[config.mk]
export PLATFORM = sky130hd
export DESIGN_NAME = darkbus_arbiter
export DESIGN_NICKNAME = d
export VERILOG_FILES = /design/src/rtl/darkbus_arbiter.sv
export SDC_FILE = /design/constraint.sdc
export NUM_CORES = 1
export LEC_CHECK = 0
export CELL_PAD_IN_SITES_DETAIL_PLACEMENT = 0
export CELL_PAD_IN_SITES_GLOBAL_PLACEMENT = 1
export CORE_ASPECT_RATIO = 0.9
export CORE_MARGIN = 10
export CORE_UTILIZATION = 25
export CTS_BUF_LIST = sky130_fd_sc_hd__clkbuf_2 sky130_fd_sc_hd__clkbuf_4 sky130_fd_sc_hd__clkbuf_8
export DETAILED_ROUTE_END_ITERATION = 12
export GPL_ROUTABILITY_DRIVEN = 1
export PLACE_DENSITY = 0.93
export SLEW_MARGIN = 20
export SYNTH_ARGS = -nofsm -noshare
export SYNTH_HDL_FRONTEND = slang
export SYNTH_SLANG_ARGS = --single-unit
[constraint.sdc]
create_clock -name i_clk -period 6 [get_ports i_clk]
set_clock_uncertainty 0.1 [all_clocks]
set_input_delay 1.2 -clock i_clk [delete_from_list [all_inputs] [get_ports i_clk]]
set_output_delay 1.2 -clock i_clk [all_outputs]
set_load 0.05 [all_outputs]
[src/rtl/darkbus_arbiter.sv]
// darkbus_arbiter: shares one single-port synchronous data RAM between the
// darkriscv core data port and a secondary (X) bus master. Round-robin grant
// in IDLE; reads hold the FSM for MEM_LAT cycles while the RAM returns data.
// Ports:
//   i_clk, i_res          clock (rising edge), synchronous active-high reset
//   i_c_*                 core data port request (DAS/DRD/DWR/DADDR/DATAO/DLEN)
//   o_c_datai, o_c_hlt    core read data and stall
//   i_x_*                 secondary request (held stable until o_x_gnt)
//   o_x_gnt, o_x_ack      issue pulse and completion pulse
//   o_x_rdata             secondary read data, held after o_x_ack
//   o_m_*, i_m_rdata      RAM strobe/write/word address/data/byte enables
module darkbus_arbiter #(
  parameter int AW      = 32,
  parameter int DW      = 32,
  parameter int MEM_LAT = 1
) (
  input  logic          i_clk,
  input  logic          i_res,
  input  logic          i_c_das,
  input  logic          i_c_drd,
  input  logic          i_c_dwr,
  input  logic [AW-1:0] i_c_daddr,
  input  logic [DW-1:0] i_c_datao,
  input  logic [2:0]    i_c_dlen,
  output logic [DW-1:0] o_c_datai,
  output logic          o_c_hlt,
  input  logic          i_x_req,
  input  logic          i_x_wr,
  input  logic [AW-1:0] i_x_addr,
  input  logic [DW-1:0] i_x_wdata,
  input  logic [3:0]    i_x_be,
  output logic          o_x_gnt,
  output logic          o_x_ack,
  output logic [DW-1:0] o_x_rdata,
  output logic          o_m_en,
  output logic          o_m_we,
  output logic [AW-1:0] o_m_addr,
  output logic [DW-1:0] o_m_wdata,
  output logic [3:0]    o_m_be,
  input  logic [DW-1:0] i_m_rdata
);

  localparam logic [2:0] LAT = 3'(MEM_LAT);

  typedef enum logic [1:0] {
    S_IDLE = 2'd0,
    S_C_RD = 2'd1,
    S_X_RD = 2'd2
  } state_t;

  state_t        r_state;
  state_t        w_state_next;
  logic [2:0]    r_lat_cnt;
  logic          r_last_x;     // 1: most recent grant went to the X port
  logic [DW-1:0] r_c_hold;
  logic [DW-1:0] r_x_rdata;

  logic          w_creq;
  logic          w_c_wr;
  logic          w_idle;
  logic          w_done;
  logic          w_c_done;
  logic          w_x_done;
  logic          w_gnt_c;
  logic          w_gnt_x;
  logic [3:0]    w_c_be;

  // A core strobe with both DRD and DWR set is treated as a write.
  assign w_creq = i_c_das & (i_c_drd | i_c_dwr);
  assign w_c_wr = i_c_dwr;
  assign w_idle = (r_state == S_IDLE);

  // Every decision is gated by reset so the forced-output behaviour falls out
  // of the normal equations rather than a separate override.
  assign w_done   = ~i_res & ~w_idle & (r_lat_cnt == LAT);
  assign w_c_done = w_done & (r_state == S_C_RD);
  assign w_x_done = w_done & (r_state == S_X_RD);

  // On a tie the requester that did not win last time goes first.
  assign w_gnt_c = ~i_res & w_idle & w_creq  & (~i_x_req | r_last_x);
  assign w_gnt_x = ~i_res & w_idle & i_x_req & (~w_creq  | ~r_last_x);

  // Misaligned core accesses simply align down inside the word.
  always_comb begin
    w_c_be = 4'b0000;
    if (i_c_dlen[2])      w_c_be = 4'b1111;
    else if (i_c_dlen[1]) w_c_be = 4'b0011 << {i_c_daddr[1], 1'b0};
    else if (i_c_dlen[0]) w_c_be = 4'b0001 << i_c_daddr[1:0];
  end

  always_comb begin
    w_state_next = r_state;
    case (r_state)
      S_IDLE: begin
        if (w_gnt_c && !w_c_wr)      w_state_next = S_C_RD;
        else if (w_gnt_x && !i_x_wr) w_state_next = S_X_RD;
      end
      S_C_RD, S_X_RD: begin
        if (w_done) w_state_next = S_IDLE;
      end
      default: w_state_next = S_IDLE;
    endcase
  end

  // With no grant the RAM bus idles on the core's fields (don't-care values).
  always_comb begin
    o_m_en    = 1'b0;
    o_m_we    = 1'b0;
    o_m_addr  = {i_c_daddr[AW-1:2], 2'b00};
    o_m_wdata = i_c_datao;
    o_m_be    = w_c_be;
    if (w_gnt_x) begin
      o_m_en    = 1'b1;
      o_m_we    = i_x_wr;
      o_m_addr  = {i_x_addr[AW-1:2], 2'b00};
      o_m_wdata = i_x_wdata;
      o_m_be    = i_x_be;
    end else if (w_gnt_c) begin
      o_m_en = 1'b1;
      o_m_we = w_c_wr;
    end
  end

  // The core stalls whenever it asks and is not being served this cycle:
  // a granted write and the completion of its own read are the only releases.
  assign o_c_hlt   = w_creq & ~i_res & ~(w_gnt_c & w_c_wr) & ~w_c_done;
  assign o_c_datai = w_c_done ? i_m_rdata : r_c_hold;
  assign o_x_gnt   = w_gnt_x;
  assign o_x_ack   = (w_gnt_x & i_x_wr) | w_x_done;
  assign o_x_rdata = w_x_done ? i_m_rdata : r_x_rdata;

  always_ff @(posedge i_clk) begin
    if (i_res) begin
      r_state   <= S_IDLE;
      r_lat_cnt <= 3'd0;
      r_last_x  <= 1'b1;
      r_c_hold  <= '0;
      r_x_rdata <= '0;
    end else begin
      r_state <= w_state_next;
      if (w_state_next != S_IDLE && w_idle)
        r_lat_cnt <= 3'd1;
      else if (!w_idle)
        r_lat_cnt <= w_done ? 3'd0 : r_lat_cnt + 3'd1;
      if (w_gnt_c)      r_last_x <= 1'b0;
      else if (w_gnt_x) r_last_x <= 1'b1;
      if (w_c_done) r_c_hold  <= i_m_rdata;
      if (w_x_done) r_x_rdata <= i_m_rdata;
    end
  end

endmodule

==> impl_results.md <==
- Status: finished, final reports clean
- Synth Area in Compound Gates: 4.72%
- Clock sinks: 70
- Max-slew headroom: between 50% and 60%
- Wirelength, routed: about 18000 um
- Die area: about 21000 um^2
- Arrival @ worst endpoint: approximately 4 ns
- Initial Utilization: 25.8%
- Cts hold-fix bufs: 0
- H-Tree Depth: 3
- Gate Count Post-Synth: ~360
- Number of port buffers: 306
- CP Launch Point: i_c_drd
- Crit path capture type: output pin
- CTS tree: done
- Post-synthesis mux area share: between 30% and 40%
- Global router's overall resource usage: about 16%
- Combinational family with the most area after synthesis: multiplexers
- Area of the core: 14900 um^2
- Post-synth top flop: dfxtp_1
- Post-synth ARST share: 0%
- Fin nets: 841
- Fmax: 191 MHz
- # DRC: 0
- Post-synthesis register bit count: 70
- Antenna cells: 0
- Synth Warn #: 0
- FF-to-FF Start: r_state[0]
- Xor and xnor fraction of the mapped netlist area: less than 1%
- Fin crit share: ~87%
- Post-CTS Resized: 0
- Largest net degree at the start of global routing: between 40 and 50
- Initial antenna violation count: 0
- Die W: 151 um
- Worst-margin pin slew: roughly 0.60 ns
- HPWL Detailed: ~15000 um
- Syn avg cell area: between 10 and 15 um^2
- Pwr dens: 182 nW/um^2
- Worst vdd ir: approximately 90 uV
- First-pass GRT wire length: about 25000 um
- Unrepaired setup endpoints after global routing: no
- Fin. Hold Viols: 0
- Vias: 3798
- Layout cells sized above 1: a little under a quarter
- Leak: 2.89 nW
- Hold_sp: r_lat_cnt[1]
- FP Rows: 42
- Fillers: between 1000 and 1500
- Drt pass-1 iters: 6
- Clock buffer depth: 2
- CP max stage delay: about 0.76 ns
- CP max FO: 12
- TritonCTS Buffers: 9
- Vias in the first global route: between 4000 and 5000
- Skew-Pair Late Insertion Delay: roughly 0.34 ns
- Simple-gate area share of the yosys netlist: approximately 15%
- CP cell instances: clkdlybuf4s50_1 -> o211a_1 -> nor3_4 -> buf_4 -> mux2_2 -> clkdlybuf4s50_1
- Area of the multi-input gates: roughly 2300 um^2
- Top Ports: between 300 and 400
- Crit path max-delay cell type: clkdlybuf4s50_1
- Post-CTS Setup Bufs: 0
- Worst setup SP type: primary input
- Final setup fails: 0
- Fin Setup TNS: 0 ns
- CTS root buf: clkbuf_8
- Final Util: 49.5%
- Register area: around 1400 um^2
- Drt wl/cell: 20.3 um
- Routability congestion estimate from global placement: approximately 0.91
- Kind of critical path: in -> out
- Most frequent CP cell: clkdlybuf4s50_1
- Library cells used by synthesis: 40
- Area grow syn2layout: 91.5%
- Min-Delay Path Class: reg -> reg
- Starting DRT DRC Count: 80
- Post-layout min period: roughly 5.2 ns
- Maximum Capacitance Violations: 0
- Vias per inst: between 4 and 5
- Sequential share of the synthesized area: approximately 36%
- Clock slew at reported path FFs: about 0.070 ns
- CP required: 4.70 ns
- Number of synthesized flops with an enable pin: 0
- Die H: roughly 140 um
- Detail Route Antenna Nets: 0
- Mapped Area: 3840 um^2
- Max-slew violations: 0
- Adder-cell share of the synthesized area: 1.95%
- Grt total ovfl: 0
logic make-up after synthesis:
family / after synthesis
muxes: 126
and+or+nand+nor: 94
DFF: 70
buffers and inverters: 35
AOI/OAI and AO/OA: 24
adders and majority gates: 6
other: 1
xor gates and xnor gates: 1
placed cells by master (no fill, tap or decap), types with 2 or more instances in the layout:
| cell type | synthesis | layout |
|---|---|---|
| clkdlybuf4s50_1 | 0 | 305 |
| mux2_2 | 121 | 121 |
| dfxtp_1 | 70 | 70 |
| nor2b_1 | 65 | 65 |
| inv_1 | 11 | 11 |
| nand2_1 | 9 | 9 |
| clkbuf_8 | 0 | 9 |
| buf_4 | 2 | 7 |
| a21oi_1 | 6 | 6 |
| ha_1 | 6 | 6 |
| o21ai_0 | 5 | 5 |
| mux2_1 | 5 | 5 |
| nor3_1 | 4 | 4 |
| buf_12 | 0 | 3 |
| nand2b_1 | 2 | 2 |
| a31o_2 | 2 | 2 |
| and3_1 | 2 | 2 |
| nand3_1 | 2 | 2 |
| o32ai_1 | 2 | 2 |
| conb_1 | 1 | 2 |
| clkinv_2 | 0 | 2 |
| bufinv_16 | 0 | 2 |
worst paths after layout:
kind / endpoint / slack, ns / cells past startpoint
setup / recovery: o_m_addr[14] / 0.76 / 6
setup reg to reg: r_c_hold[21] / 3.28 / 7
hold / removal: r_lat_cnt[1] / 0.40 / 2
hold reg to reg: r_lat_cnt[1] / 0.40 / 2
critical path, delay by kind of cell:
kind            cells  cell delay (ns)
simple gates        1             0.53
buf+inv             3             1.54
compound gates      1             0.31
mux                 1             0.35
cells in the mapped netlist (4+ instances only):
cell type	instances	area (um^2)
dfxtp_1	70	1400
ha_1	6	75.1
nor2b_1	65	407
nand2_1	9	33.8
a21oi_1	6	30.0
mux2_2	121	1360
nor3_1	4	20.0
mux2_1	5	56.3
o21ai_0	5	25.0
buf_2	13	65.1
clkbuf_1	8	30.0
inv_1	11	41.3
area by class of cell:
| cell class | count | share of cell area [%] |
|---|---|---|
| repair buffers | 316 | 43.1 |
| multi-input cells | 253 | 31.0 |
| flip-flops and latches | 70 | 19.0 |
| well taps | 198 | 3.37 |
| clock buffers | 10 | 1.78 |
| clock inverters | 6 | 1.17 |
| inverters | 11 | 0.561 |
per-stage QoR:
step / cells / instance area, um^2 / total power, mW / hold WS [ns] / setup WS, ns
after floorplan: 358 / 3850 / 0.720 / 0.360 / 1.26
after global placement: 848 / 7140 / 0.934 / 0.368 / 0.755
after detailed placement: 848 / 7140 / 0.939 / 0.397 / 0.736
after CTS: 864 / 7360 / 1.36 / 0.407 / 0.721
after global routing: 864 / 7360 / 1.40 / 0.422 / 0.617
final: 864 / 7360 / 1.34 / 0.401 / 0.765
state kept, by name (all words and copies together) (netlist names):
register,count
r_c_hold,32
r_last_x,1
r_lat_cnt,3
r_state,2
r_x_rdata,32
report_power, final:
part | internal, mW | switching [mW]
clock network | 0.238 | 0.172
logic | 0.215 | 0.243
registers | 0.467 | 0.00288
total | 0.920 | 0.417
routing by layer:
| layer | wire (um) | vias to the layer above | GRT usage, % |
|---|---|---|---|
| li1 | - | 1845 | - |
| met1 | 6530 | 1822 | 16.8 |
| met2 | 9410 | 117 | 27.8 |
| met3 | 1440 | 14 | 6.33 |
| met4 | 140 | 0 | 3.26 |
| met5 | 0 | - | 0 |
(Power assumes the default switching activity.)
